===== src/rtl/cpu_pkg.sv =====
// Shared definitions for the sequential ALU: op codes, flag bit positions
// and the controller state encoding.
package cpu_pkg;

  localparam logic [3:0] OP_PASS = 4'd0;
  localparam logic [3:0] OP_ADD  = 4'd1;
  localparam logic [3:0] OP_SUB  = 4'd2;
  localparam logic [3:0] OP_OR   = 4'd3;
  localparam logic [3:0] OP_AND  = 4'd4;
  localparam logic [3:0] OP_EOR  = 4'd5;
  localparam logic [3:0] OP_INC  = 4'd6;
  localparam logic [3:0] OP_DEC  = 4'd7;
  localparam logic [3:0] OP_ASL  = 4'd8;
  localparam logic [3:0] OP_LSR  = 4'd9;
  localparam logic [3:0] OP_ROL  = 4'd10;
  localparam logic [3:0] OP_ROR  = 4'd11;
  localparam logic [3:0] OP_CMP  = 4'd12;

  // Bit positions inside the {N,V,Z,C} flags vector.
  localparam int FLAG_C = 0;
  localparam int FLAG_Z = 1;
  localparam int FLAG_V = 2;
  localparam int FLAG_N = 3;

  typedef enum logic [1:0] {
    ST_IDLE = 2'd0,
    ST_EXEC = 2'd1,
    ST_ADJ  = 2'd2,
    ST_DONE = 2'd3
  } state_e;

endpackage


===== src/rtl/cpu_bcd_digit.sv =====
// One decimal digit of the BCD adjust chain. For add, cy is a carry; for
// subtract, cy is a borrow. Non-BCD digits go through the same rules with
// no error indication.
module cpu_bcd_digit (
  input  logic       sub,
  input  logic [3:0] a,
  input  logic [3:0] b,
  input  logic       cy_in,
  output logic [3:0] digit,
  output logic       cy_out
);

  logic [4:0] sum;
  logic [4:0] diff;

  assign sum  = {1'b0, a} + {1'b0, b} + {4'b0, cy_in};
  // b - a - borrow lies in -16..15, so bit 4 is the sign.
  assign diff = {1'b0, b} - {1'b0, a} - {4'b0, cy_in};

  // Digit correction: +6 past 9 on add, +10 when negative on subtract.
  always_comb begin
    digit  = sum[3:0];
    cy_out = 1'b0;
    if (sub) begin
      if (diff[4]) begin
        digit  = diff[3:0] + 4'd10;
        cy_out = 1'b1;
      end else begin
        digit  = diff[3:0];
      end
    end else if (sum > 5'd9) begin
      digit  = sum[3:0] + 4'd6;
      cy_out = 1'b1;
    end
  end

endmodule


===== src/rtl/cpu_alu_seq.sv =====
// Sequential ALU with {N,V,Z,C} flags and optional BCD add/subtract.
// Handshake: an operation is taken on a rising edge where in_valid && in_ready;
// a result is handed over on a rising edge where out_valid && out_ready, and
// result/flags stay stable while out_valid is high and out_ready is low.
module cpu_alu_seq
  import cpu_pkg::*;
#(
  parameter int WIDTH      = 8,
  parameter bit DECIMAL_EN = 1'b1
) (
  input  logic             clk,
  input  logic             rst_n,
  input  logic             in_valid,
  output logic             in_ready,
  input  logic [3:0]       op,
  input  logic [WIDTH-1:0] a,
  input  logic [WIDTH-1:0] b,
  input  logic             c_in,
  input  logic             dec,
  output logic             out_valid,
  input  logic             out_ready,
  output logic [WIDTH-1:0] result,
  output logic [3:0]       flags,
  output logic [1:0]       dbg_state
);

  localparam int ND = WIDTH / 4;

  state_e           state;
  logic [3:0]       op_q;
  logic [WIDTH-1:0] a_q;
  logic [WIDTH-1:0] b_q;
  logic             c_q;
  logic             dec_q;
  logic             accept;

  assign in_ready  = (state == ST_IDLE) || ((state == ST_DONE) && out_ready);
  assign out_valid = (state == ST_DONE);
  assign accept    = in_valid && in_ready;
  assign dbg_state = state;

  // Binary arithmetic on the captured operands.
  logic [WIDTH:0] add_full;
  logic [WIDTH:0] sub_full;
  logic [WIDTH:0] cmp_full;
  logic           add_v;
  logic           sub_v;

  assign add_full = {1'b0, b_q} + {1'b0, a_q} + {{WIDTH{1'b0}}, c_q};
  assign sub_full = {1'b0, b_q} + {1'b0, ~a_q} + {{WIDTH{1'b0}}, c_q};
  assign cmp_full = {1'b0, b_q} + {1'b0, ~a_q} + {{WIDTH{1'b0}}, 1'b1};
  assign add_v    = (a_q[WIDTH-1] == b_q[WIDTH-1]) && (add_full[WIDTH-1] != b_q[WIDTH-1]);
  assign sub_v    = (a_q[WIDTH-1] != b_q[WIDTH-1]) && (sub_full[WIDTH-1] != b_q[WIDTH-1]);

  logic [WIDTH-1:0] alu_val;
  logic             alu_c;
  logic             alu_v;
  logic             alu_wr;
  logic             alu_n;
  logic             alu_z;

  // Binary op decode: alu_val feeds N/Z; alu_wr is low only for CMP.
  always_comb begin
    alu_val = a_q;
    alu_c   = c_q;
    alu_v   = flags[FLAG_V];
    alu_wr  = 1'b1;
    case (op_q)
      OP_ADD: begin
        alu_val = add_full[WIDTH-1:0];
        alu_c   = add_full[WIDTH];
        alu_v   = add_v;
      end
      OP_SUB: begin
        alu_val = sub_full[WIDTH-1:0];
        alu_c   = sub_full[WIDTH];
        alu_v   = sub_v;
      end
      OP_OR:  alu_val = b_q | a_q;
      OP_AND: alu_val = b_q & a_q;
      OP_EOR: alu_val = b_q ^ a_q;
      OP_INC: alu_val = a_q + {{(WIDTH-1){1'b0}}, 1'b1};
      OP_DEC: alu_val = a_q - {{(WIDTH-1){1'b0}}, 1'b1};
      OP_ASL: begin
        alu_val = {a_q[WIDTH-2:0], 1'b0};
        alu_c   = a_q[WIDTH-1];
      end
      OP_LSR: begin
        alu_val = {1'b0, a_q[WIDTH-1:1]};
        alu_c   = a_q[0];
      end
      OP_ROL: begin
        alu_val = {a_q[WIDTH-2:0], c_q};
        alu_c   = a_q[WIDTH-1];
      end
      OP_ROR: begin
        alu_val = {c_q, a_q[WIDTH-1:1]};
        alu_c   = a_q[0];
      end
      OP_CMP: begin
        alu_val = cmp_full[WIDTH-1:0];
        alu_c   = cmp_full[WIDTH];
        alu_wr  = 1'b0;
      end
      default: alu_val = a_q;
    endcase
  end

  assign alu_n = alu_val[WIDTH-1];
  assign alu_z = (alu_val == '0);

  // BCD adjust chain, least significant digit first.
  logic             is_sub_op;
  logic             is_dec;
  logic [ND:0]      bcd_cy;
  logic [WIDTH-1:0] bcd_res;
  logic             bcd_c;

  assign is_sub_op = (op_q == OP_SUB);
  assign is_dec    = dec_q && ((op_q == OP_ADD) || (op_q == OP_SUB));
  assign bcd_cy[0] = is_sub_op ? ~c_q : c_q;
  assign bcd_c     = is_sub_op ? ~bcd_cy[ND] : bcd_cy[ND];

  for (genvar i = 0; i < ND; i++) begin : g_digit
    cpu_bcd_digit u_digit (
      .sub    (is_sub_op),
      .a      (a_q[4*i +: 4]),
      .b      (b_q[4*i +: 4]),
      .cy_in  (bcd_cy[i]),
      .digit  (bcd_res[4*i +: 4]),
      .cy_out (bcd_cy[i+1])
    );
  end

  // Controller: captures operands, sequences EXEC/ADJ and registers outputs.
  always_ff @(posedge clk or negedge rst_n) begin
    if (!rst_n) begin
      state  <= ST_IDLE;
      result <= '0;
      flags  <= '0;
      op_q   <= '0;
      a_q    <= '0;
      b_q    <= '0;
      c_q    <= 1'b0;
      dec_q  <= 1'b0;
    end else begin
      case (state)
        ST_IDLE: begin
          if (accept) begin
            op_q  <= op;
            a_q   <= a;
            b_q   <= b;
            c_q   <= c_in;
            dec_q <= dec & DECIMAL_EN;
            state <= ST_EXEC;
          end
        end
        ST_EXEC: begin
          if (is_dec) begin
            // Decimal overflow comes from the binary sum; N/Z/C wait for ADJ.
            flags[FLAG_V] <= alu_v;
            state         <= ST_ADJ;
          end else begin
            if (alu_wr) begin
              result <= alu_val;
            end
            flags[FLAG_N] <= alu_n;
            flags[FLAG_V] <= alu_v;
            flags[FLAG_Z] <= alu_z;
            flags[FLAG_C] <= alu_c;
            state         <= ST_DONE;
          end
        end
        ST_ADJ: begin
          result        <= bcd_res;
          flags[FLAG_N] <= bcd_res[WIDTH-1];
          flags[FLAG_Z] <= (bcd_res == '0);
          flags[FLAG_C] <= bcd_c;
          state         <= ST_DONE;
        end
        ST_DONE: begin
          if (accept) begin
            op_q  <= op;
            a_q   <= a;
            b_q   <= b;
            c_q   <= c_in;
            dec_q <= dec & DECIMAL_EN;
            state <= ST_EXEC;
          end else if (out_ready) begin
            state <= ST_IDLE;
          end
        end
        default: state <= ST_IDLE;
      endcase
    end
  end

endmodule


===== config.mk =====
export PLATFORM = sky130hd
export DESIGN_NAME = cpu_alu_seq
export DESIGN_NICKNAME = d
export VERILOG_FILES = /design/src/rtl/cpu_pkg.sv /design/src/rtl/cpu_bcd_digit.sv /design/src/rtl/cpu_alu_seq.sv
export SDC_FILE = /design/constraint.sdc
export NUM_CORES = 1
export LEC_CHECK = 0
export BUFFER_PORTS_ARGS = -buffer_cell sky130_fd_sc_hd__buf_2
export CAP_MARGIN = 40
export CORE_UTILIZATION = 55
export DETAILED_ROUTE_END_ITERATION = 8
export GPL_TIMING_DRIVEN = 0
export PLACE_DENSITY = 0.85
export SYNTH_ARGS = -nofsm -noshare
export SYNTH_HDL_FRONTEND = slang
export SYNTH_SLANG_ARGS = --single-unit

===== constraint.sdc =====
create_clock -name clk -period 16.78 [get_ports clk]
set_input_delay 3.356 -clock clk [delete_from_list [all_inputs] [get_ports clk]]
set_output_delay 3.356 -clock clk [all_outputs]
set_load 0.03 [all_outputs]

==> results by group <==
Drt
  – DRC Markers: 0
  – Via Count: 5006
  – Via density: 6.41
  – Post-Route WL: 15900 um
  – DRT Pass-1 Iters: 5
  – ANT nets after route: 0
  – DRT iter0 DRCs: 360
  – Wire per inst: 20.3 um

STA
  – Clock skew: 0.0128 ns
  – Slew Limit Fails: 0
  – Setup slack after layout: between 9 and 10 ns
  – RSZ-0062 raised after global routing: no
  – Final Hold Fails: 0
  – Fmax achieved: roughly 0.13 GHz
  – Post-route minimum period: just under 8 ns
  – Worst Tran Pin Value: 0.722 ns
  – Post-route setup TNS: 0 ns
  – Max_slew headroom: 0.514
  – Final period util: 0.463
  – Final setup vio count: 0

Worst setup path
  – Critical Path AT: between 7 and 8 ns
  – WS Path Type: flip-flop to flip-flop
  – Crit path max-delay family: adder cells
  – Largest incremental delay on the critical path: 0.65 ns
  – Max Fanout on Critical Path: 10
  – Crit path required time: 17.01 ns
  – CP Capture Type: flip-flop
  – CP most frequent cell: fa_1
  – Worst Path Buf+Inv: 5
  – Slowest CP cell: nor4b_2
  – Startpoint Class: flip-flop

Clock tree
  – Post-CTS Hold Fix Bufs: 0
  – Setup repair bufs after CTS: 0
  – Clock slew at reported path FFs: 0.09 ns
  – Worst skew pair latency: 0.30 ns
  – Max clock buf depth: 2
  – CTS tree: built
  – CTS sink cnt: 36
  – CTS H-Tree Depth: 2
  – Resized Gates After CTS: 0
  – Clk root buf: clkbuf_8
  – Cts bufs inserted: 5

Floorplanning
  – Core area: 0.00876 mm^2
  – Starting Density: 0.571
  – Die footprint: 0.00948 mm^2
  – Die H: 97.4 um
  – Die Width: 97.4 um
  – Num rows: 34
  – # IOs: 42

Min path
  – Hold Crit Class: flip-flop to flip-flop

Status
  – Outcome: completed

Cells and area
  – Layout cells sized above 1: 0.155
  – Most common cell after layout, fill and taps aside: nand2_1
  – N_diodes: 0
  – Fin nets: roughly 770
  – Area of the multi-input gates: 0.00375 mm^2
  – Fillers: around 800
  – Area Overhead vs Synth: 9.43%
  – Commonest non-fill, non-tap cells in the layout: 74 x nand2_1, 58 x o21ai_0, 55 x buf_2, 55 x ha_1, 49 x nor2_1
  – FF/Latch Area: 901 um^2

Logic synthesis
  – Netlist cell types: between 80 and 90
  – Largest family of logic cells by synthesized area: compound AO/OA/AOI/OAI gates
  – Synthesized net count: 716
  – FF+latch count, synth: 36
  – Post-synth ARST share: 1.00
  – Synthesized area: 0.00500 mm^2
  – Main synth FF type: dfrtp_1
  – Post-synth top area cell: dfrtp_1
  – Seq/Total Area, Yosys: 0.180
  – XOR/XNOR share of the synthesized area: 0.0838
  – Compound-cell area share of the yosys netlist: 0.257
  – Avg Inst Size Synth: 8.03 um^2
  – Cells after Synth: 623
  – Simple-Gate Fraction of Synth Area: 0.189
  – Top-area cell type share of the netlist area: 0.180
  – Mux cell area share after synthesis: 0.0355
  – EDFF count, synth: 0
  – Yosys Warn Count: 0
  – Top area cells in the synthesized netlist: dfrtp_1 18%, ha_1 14%, o21ai_0 5.8%
  – Post-Synth Adder-Cell Area: 0.186

Global routing
  – GR Util All Layers: 0.341
  – Initial antenna violation count: 0
  – Aggregate global routing overflow: 0
  – First-pass GRT wire length: 25600 um
  – Largest net degree at the start of global routing: 37
  – Number of global-route vias before repair: 5012

Place
  – GP Congestion: around 0.97
  – Count of input and output buffers: 41
  – Hpwl dp: around 12000 um
  – Pre-CTS WS: 9.22 ns

Run
  – Max_cap viols: 0
## through the flow
| step | util | instance area [um^2] | hold WS (ns) | std cells |
|---|---|---|---|---|
| floorplan | - | 5000 | 0.503 | 623 |
| global placement | 0.610 | 5340 | 0.456 | 772 |
| detailed placement | 0.610 | 5340 | 0.476 | 772 |
| CTS | 0.622 | 5450 | 0.492 | 780 |
| global route | 0.625 | 5470 | 0.509 | 781 |
| finish | 0.625 | 5470 | 0.484 | 781 |
## tightest hold or removal path, cell delays in order, from the launching register on
cell     delay, ns
dfrtp_1       0.34
nand2_1       0.04
o21ai_0       0.06
## synthesized netlist by cell type (4+ instances only)
cell and n:
xor2_1 6, mux2i_1 11, clkbuf_1 13, inv_1 39, nand4_1 4, dfrtp_1 36, and2_1 6, nand3_1 9
or3_1 4, nand2_1 74, a21oi_1 35, a211oi_1 6, a22o_1 5, fa_1 12, buf_2 14, ha_1 55
nor2_1 49, a31oi_1 8, xnor2_1 30, o31ai_1 5, o21a_1 5, nor4_1 6, nor2b_1 8, mux2_2 6
o21ai_1 6, o21ai_0 58, nor3_1 17
## cell families after synthesis
logic type,after synthesis
buffers and inverters,77
DFF,36
and+or+nand+nor,198
xor gates and xnor gates,41
AOI/OAI and AO/OA,187
muxes,17
adders and majority gates,67
## final timing paths
path	start	endpoint	slack [ns]	cells past startpoint
max in group asynchronous	rst_n	b_q[4]	13.57	2
min	result[2]	result[2]	0.48	2
min in group asynchronous	rst_n	b_q[3]	3.02	2
max reg2reg	op_q[0]	flags[1]	9.02	27
max	op_q[0]	flags[1]	9.02	27
min reg2reg	result[2]	result[2]	0.48	2
## state kept, by name, indices dropped and copies added, names as in the netlist
register / cells
a_q: 8
flags: 4
b_q: 8
result: 8
dec_q: 1
dbg_state: 2
c_q: 1
op_q: 4
## layer usage
| layer | up-vias | global-route usage | wire length (um) |
|---|---|---|---|
| li1 | 2319 | - | - |
| met1 | 2354 | 0.442 | 6750 |
| met2 | 265 | 0.561 | 7260 |
| met3 | 68 | 0.0518 | 1160 |
| met4 | 0 | 0.152 | 713 |
| met5 | - | 0 | 0 |
## area by class of cell
type                            instances  share of cell area
Inverter                               44              0.0329
Sequential cell                        36               0.165
Multi-Input combinational cell        510               0.686
Clock inverter                          3             0.00777
Buffer                                 33              0.0306
Timing Repair Buffer                   42              0.0411
Clock buffer                            5              0.0126
Tap cell                              108              0.0247
Power is left out: the tool's default activity adds up to more than one toggle a clock period on the data nets, which glitch-free logic cannot reach.
